## src/rtl/junction_controller.sv

```systemverilog
// Junction-level scheduler for two traffic-light heads (NS, EW) with a pedestrian all-red walk phase.
// Latency: lamps are a Moore decode of the registered state, so they change on the edge that changes the state.
// Backpressure: none; en=0 freezes state and timer, while pedestrian requests keep latching.
module junction_controller #(
    parameter int CNT_W        = 8,
    parameter int PREP_TICKS   = 2,
    parameter int GREEN_TICKS  = 8,
    parameter int AMBER_TICKS  = 3,
    parameter int ALLRED_TICKS = 2,
    parameter int WALK_TICKS   = 5
) (
    input  logic       clk,
    input  logic       reset,
    input  logic       tick,
    input  logic       en,
    input  logic       ped_req,
    output logic       ns_red,
    output logic       ns_orange,
    output logic       ns_green,
    output logic       ew_red,
    output logic       ew_orange,
    output logic       ew_green,
    output logic       walk,
    output logic       ped_ack,
    output logic [2:0] phase
);

    typedef enum logic [2:0] {
        ALLRED_A = 3'd0,
        NS_PREP  = 3'd1,
        NS_GO    = 3'd2,
        NS_STOP  = 3'd3,
        ALLRED_B = 3'd4,
        EW_PREP  = 3'd5,
        EW_GO    = 3'd6,
        EW_STOP  = 3'd7
    } state_t;

    // A zero-length phase would otherwise wrap the timer, so it runs for one tick.
    localparam int PREP_D   = (PREP_TICKS   < 1) ? 1 : PREP_TICKS;
    localparam int GREEN_D  = (GREEN_TICKS  < 1) ? 1 : GREEN_TICKS;
    localparam int AMBER_D  = (AMBER_TICKS  < 1) ? 1 : AMBER_TICKS;
    localparam int ALLRED_D = (ALLRED_TICKS < 1) ? 1 : ALLRED_TICKS;
    localparam int WALK_D   = (WALK_TICKS   < 1) ? 1 : WALK_TICKS;

    localparam logic [CNT_W-1:0] PREP_LD   = CNT_W'(PREP_D - 1);
    localparam logic [CNT_W-1:0] GREEN_LD  = CNT_W'(GREEN_D - 1);
    localparam logic [CNT_W-1:0] AMBER_LD  = CNT_W'(AMBER_D - 1);
    localparam logic [CNT_W-1:0] ALLRED_LD = CNT_W'(ALLRED_D - 1);
    localparam logic [CNT_W-1:0] WALK_LD   = CNT_W'(WALK_D - 1);

    state_t           state, state_nxt;
    logic [CNT_W-1:0] timer, timer_nxt;
    logic             ped_pend, ped_pend_nxt;
    logic             walk_q, walk_nxt;
    logic             ack_q, ack_nxt;

    always_ff @(posedge clk or posedge reset) begin
        if (reset) begin
            state    <= ALLRED_A;
            timer    <= ALLRED_LD;
            ped_pend <= 1'b0;
            walk_q   <= 1'b0;
            ack_q    <= 1'b0;
        end else begin
            state    <= state_nxt;
            timer    <= timer_nxt;
            ped_pend <= ped_pend_nxt;
            walk_q   <= walk_nxt;
            ack_q    <= ack_nxt;
        end
    end

    always_comb begin
        state_nxt    = state;
        timer_nxt    = timer;
        ped_pend_nxt = ped_pend | ped_req;
        walk_nxt     = walk_q;
        ack_nxt      = 1'b0;
        if (en && tick) begin
            if (timer == '0) begin
                state_nxt = state_t'(state + 3'd1);
                walk_nxt  = 1'b0;
                case (state_nxt)
                    ALLRED_A, ALLRED_B: begin
                        // The request seen on the entry edge is consumed by this grant.
                        if (ped_pend || ped_req) begin
                            timer_nxt    = WALK_LD;
                            walk_nxt     = 1'b1;
                            ack_nxt      = 1'b1;
                            ped_pend_nxt = 1'b0;
                        end else begin
                            timer_nxt = ALLRED_LD;
                        end
                    end
                    NS_PREP, EW_PREP: timer_nxt = PREP_LD;
                    NS_GO, EW_GO:     timer_nxt = GREEN_LD;
                    default:          timer_nxt = AMBER_LD;
                endcase
            end else begin
                timer_nxt = timer - 1'b1;
            end
        end
    end

    always_comb begin
        ns_red    = 1'b0;
        ns_orange = 1'b0;
        ns_green  = 1'b0;
        ew_red    = 1'b0;
        ew_orange = 1'b0;
        ew_green  = 1'b0;
        case (state)
            NS_PREP: begin ns_red = 1'b1; ns_orange = 1'b1; ew_red = 1'b1; end
            NS_GO:   begin ns_green = 1'b1; ew_red = 1'b1; end
            NS_STOP: begin ns_orange = 1'b1; ew_red = 1'b1; end
            EW_PREP: begin ew_red = 1'b1; ew_orange = 1'b1; ns_red = 1'b1; end
            EW_GO:   begin ew_green = 1'b1; ns_red = 1'b1; end
            EW_STOP: begin ew_orange = 1'b1; ns_red = 1'b1; end
            default: begin ns_red = 1'b1; ew_red = 1'b1; end
        endcase
    end

    assign walk    = walk_q;
    assign ped_ack = ack_q;
    assign phase   = state;

endmodule

```

## config.mk

```make
export PLATFORM = sky130hd
export DESIGN_NAME = junction_controller
export DESIGN_NICKNAME = d
export VERILOG_FILES = /design/src/rtl/junction_controller.sv
export SDC_FILE = /design/constraint.sdc
export NUM_CORES = 1
export LEC_CHECK = 0
export CORE_UTILIZATION = 45
export CTS_CLUSTER_SIZE = 20
export DETAILED_ROUTE_END_ITERATION = 8
export PLACE_DENSITY = 0.73
export RECOVER_POWER = 25
export SKIP_CTS_REPAIR_TIMING = 1
export SLEW_MARGIN = 15
export SYNTH_ARGS = -nofsm -noshare
export SYNTH_HDL_FRONTEND = slang
export SYNTH_SLANG_ARGS = --single-unit
```

## constraint.sdc

```tcl
create_clock -name clk -period 1.9 [get_ports clk]
set_input_delay 0.285 -clock clk [delete_from_list [all_inputs] [get_ports clk]]
set_output_delay 0.285 -clock clk [all_outputs]
set_load 0.01 [all_outputs]
```

# --- Word-level counts from Yosys, hierarchy flattened ---
# Cells that the tools add are included.
word_totals:
  out_inout_bits: 11
  elab_cells: 48
  input_bits: 5
  register_bits: 14
classes:
  n_eq_ne: 11
  muxes: 17
  add_sub_neg: 2
  reduce_logical: 12
  bitwise_logic: 1
op_table:
  columns: ["op", "count"]
  rows:
  - ["$pmux 8 s3", 1]
  - ["$eq 3x3->1 const B", 6]
  - ["$mux 1", 14]
  - ["$reduce_or 2->1", 7]
  - ["$eq 3x2->1 const B", 3]
  - ["$logic_not 8->1", 1]
  - ["$mux 8", 1]
  - ["$sub 8x1->8 const B", 1]
  - ["$eq 3x1->1 const B", 2]
  - ["$add 3x1->3 const B", 1]
  - ["$logic_not 3->1", 1]
  - ["$mux 3", 1]
  - ["$reduce_and 2->1", 1]
  - ["$logic_and 1x1->1", 1]
  - ["$logic_or 1x1->1", 1]
  - ["$or 1x1->1", 1]

# --- Longest topological paths before layout ---
logic_depth:
  ltp_word: 6
  depth_mapped: 5
  ltp_nobuf: 5

# --- Worst setup path after synthesis ---
# OpenSTA, ideal clock, no wires.
synth_timing:
  kind: "register to register"
  from: "reg timer[3]"
  to: "reg state[1] (netlist: phase[1])"
  path_buffers: 0
  required_time_ns: 1.775
  period_less_slack_ns: 1.793
  setup_time_ns: 0.125
  slack_ns: 0.107
  arrival_time_ns: 1.668
  path_stages_with_launch: 4
  cell_sequence: "dfrtp_1 > or4_4 > nor3_4 > mux2_4"
synth_between:
  elab_chain_len: 2
synth_lines:
  columns: ["item", "line_no", "rtl"]
  rows:
  - ["start: declaration", "53", "logic [CNT_W-1:0] timer, timer_nxt;"]
  - ["start signal: assignment", "67", "timer <= timer_nxt;"]
  - ["$logic_not 8->1", "81", "if (timer == '0) begin"]
  - ["$reduce_and 2->1 (no line)", null, null]
  - ["end signal: assignment", "66", "state <= state_nxt;"]
  - ["end: declaration", "52", "state_t state, state_nxt;"]
# No other way between the ends.
# A chain may end at the register's enable or synchronous reset.

# --- Final worst setup path ---
layout_timing:
  from: "reg state[1] (netlist: phase[1])"
  to: "out ns_orange"
layout_between:
  elab_chain_len: 3
  word_cells_on_any_way: 4
  cone_classes: "eq/ne: 2; mux: 1; reduce/logical: 1"
layout_lines:
  columns: ["item", "line_no", "rtl"]
  rows:
  - ["$eq 3x2->1 / $eq 3x1->1 (equally long branches)", "113", "case (state)"]
  - ["$reduce_or 2->1 (no line) (*)", null, null]
  - ["$mux 1 (*)", "113", null]
  - ["end: declaration", "18", "output logic ns_orange,"]
# Mark *: on every way between the ends. The rest lies on a longest branch, timed or not.

==> impl_metrics.ini <==
[grt]
busiest_layer = met2
grt_pass1_wl_um = 2850
grt_max_degree = 15
grt_pass1_vias = 642
grt.met3_usage_pct = 7.20
gr-total-overflow = 0
grt_antenna_before_repair = 0
met2_usage_pct = 30.4
use_met1_pct = 25.7
groute.usage.overall_pct = 20.1

[outcome]
status = finished, final reports clean

[setup_path]
worst_setup_path_start_kind = flip-flop
crit_arrival_ns = 1.55
crit_required_ns = 1.62
path_class = flip-flop to output port
endpoint_kind = output port
cp_max_fo = 5

[cts]
clk_pin_slew_ns = 0.09
cts_tree = built
ctsHtreeMaxLevel = 1
worstSkewPairLatency_ns = 0.28
cts.sinks = 14
cts_buffers = 3
cts_buffer_depth = 2
root_buffer = clkbuf_4

[pwr]
p_leak_uw = 0.000560
powerDensity_nw_per_um2 = 1450
power_uw = 1630
peakVddDrop_mv = 0.823

[sta]
tns_ns = 0
slew-limit-headroom_pct = 63.0
fin_crit_ns = 1.83
hold_viol = 0
worst_pin_slew_ns = 0.554
finalSetupViolations = 0
clock_skew_ns = 0.00336
timing.fmax_ghz = 0.546
drv_slew = 0
final.period_utilization_pct = 96.4

[final_layout]
layout_common_cells = 12 x dfrtp_1, 10 x clkdlybuf4s50_1, 8 x buf_4
n_antenna_cell = 0
final-seq-area_um2 = 353
fillers = 136
multiInputGateArea_um2 = 459
final_common_cell = dfrtp_1
syn2layout_area_growth_pct = 34.5
nets = 118
utilization_pct = 65.0
drive_gt1_share_pct = 25.7
postLayoutCellArea_um2 = 1120

[flow_run]
max-cap-violations = 0

[die]
die_y_um = 45.1
io_pins = 16
die_w_um = 45.1
start_util_pct = 48.3
dieArea_um2 = 2030
rows = 15
core-area_um2 = 1730

[logic_synthesis]
ys_warn_count = 0
syn_area_um2 = 835
ys_seq_area_share_pct = 42.1
synth_nets = 91
synth_area_per_cell_um2 = 10.6
synthCells = 79
ys_ff_latch = 14
synth.distinct_cells = 36

[worst_hold_path]
hp-class = input pin to async pin

[detailed_routing]
drt-pass1-iter-count = 5
drc = 0
wirelength_um = 1770
vias_per_cell = 5.44
drt_iter0_drc = 23
wire_per_inst_um = 13.6
antenna_left = 0
via_count = 707

[placed_design]
dpl_cell_area_um2 = 1050
gp_congestion = 0.818
hpwlAfterDp_um = 1270
io_buffers = 15
[critical path: stages, from the launching register on]
cell and delay (ns):
dfrtp_2 0.43, buf_4 0.15, ha_2 0.20, ha_1 0.19, a21o_1 0.14, dlymetal6s2s_1 0.16
[layout make-up]
| class | count | area share [%] |
|---|---|---|
| Clock buffer | 4 | 3.23 |
| Sequential cell | 14 | 31.4 |
| Timing Repair Buffer | 23 | 19.6 |
| Multi-Input combinational cell | 58 | 40.9 |
| Inverter | 6 | 2.01 |
| Tap cell | 25 | 2.79 |
[Yosys cell counts]
cell type / n / area share (%)
a21o_1: 2 / 1.8
nor2b_1: 1 / 0.75
mux2_2: 2 / 2.7
ha_1: 7 / 10
nor3b_1: 1 / 0.90
or3_2: 1 / 0.90
nor3_1: 2 / 1.2
o21a_1: 1 / 0.90
dfstp_2: 1 / 3.1
a211o_2: 1 / 1.2
nor2_1: 4 / 1.8
and4b_1: 1 / 1.2
o41ai_1: 1 / 1.0
or3b_2: 1 / 1.0
xor2_1: 1 / 1.0
and2_1: 1 / 0.75
mux2i_1: 1 / 1.2
nand4b_1: 1 / 1.0
nand2_1: 4 / 1.8
o31ai_1: 1 / 0.90
a211oi_1: 2 / 1.8
xnor2_1: 1 / 1.0
clkbuf_1: 1 / 0.45
nor3_4: 1 / 1.9
or3_1: 1 / 0.75
nor4_1: 2 / 1.5
or4_4: 1 / 1.3
dfrtp_1: 13 / 39
and2_2: 1 / 0.90
a221o_2: 1 / 1.3
nand3_1: 2 / 1.2
inv_1: 6 / 2.7
o21ai_0: 2 / 1.2
o21bai_1: 2 / 1.8
a21oi_1: 6 / 3.6
mux2_4: 2 / 3.6
[through the flow]
step	std cells	worst slack, ns	hold slack, ns
finish	130	0.0681	0.485
global route	130	-0.00428	0.529
CTS	127	-0.256	0.360
detailed placement	123	0.0652	0.515
global placement	123	0.101	0.506
floorplan	79	0.107	0.174
[metal layers]
layer | vias to the layer above | part of all wire [%]
met2 | 18 | 50
met1 | 340 | 44
met5 | - | 0
met4 | 0 | 1.7
met3 | 4 | 4.9
li1 | 345 | -
[cell families (layout without fill, tap and decap cells)]
family / after synthesis / count (layout) / synth area share (%)
AND/OR/NAND/NOR: 25 / 25 / 19.0
AO/OA/AOI/OAI: 19 / 19 / 15.6
flip-flops: 14 / 14 / 42.1
adder cells (fa/ha/maj): 7 / 7 / 10.5
buffers and inverters: 7 / 33 / 3.15
multiplexers: 5 / 5 / 7.50
XOR/XNOR: 2 / 2 / 2.10
[flip-flops by register name, indices dropped and copies added, names as in the netlist]
| signal | flops |
|---|---|
| ped_ack | 1 |
| timer | 8 |
| ped_pend | 1 |
| walk | 1 |
| phase | 3 |
[power by group]
group / internal [µW] / switching, µW / total [µW]
registers: 422 / 139 / 561
clock network: 117 / 96.5 / 213
logic: 468 / 386 / 854
[worst paths after layout]
kind	slack [ns]	end	depth (start not counted)	from
max	0.07	ns_orange	5	phase[1]
min	0.49	timer[4]	2	reset
max reg2reg	0.12	phase[1]	3	timer[4]
min reg2reg	0.53	walk	1	walk
max in group asynchronous	1.02	phase[1]	2	reset
min in group clk	0.53	walk	1	walk
Note: power is estimated with default switching activity, not from simulation.
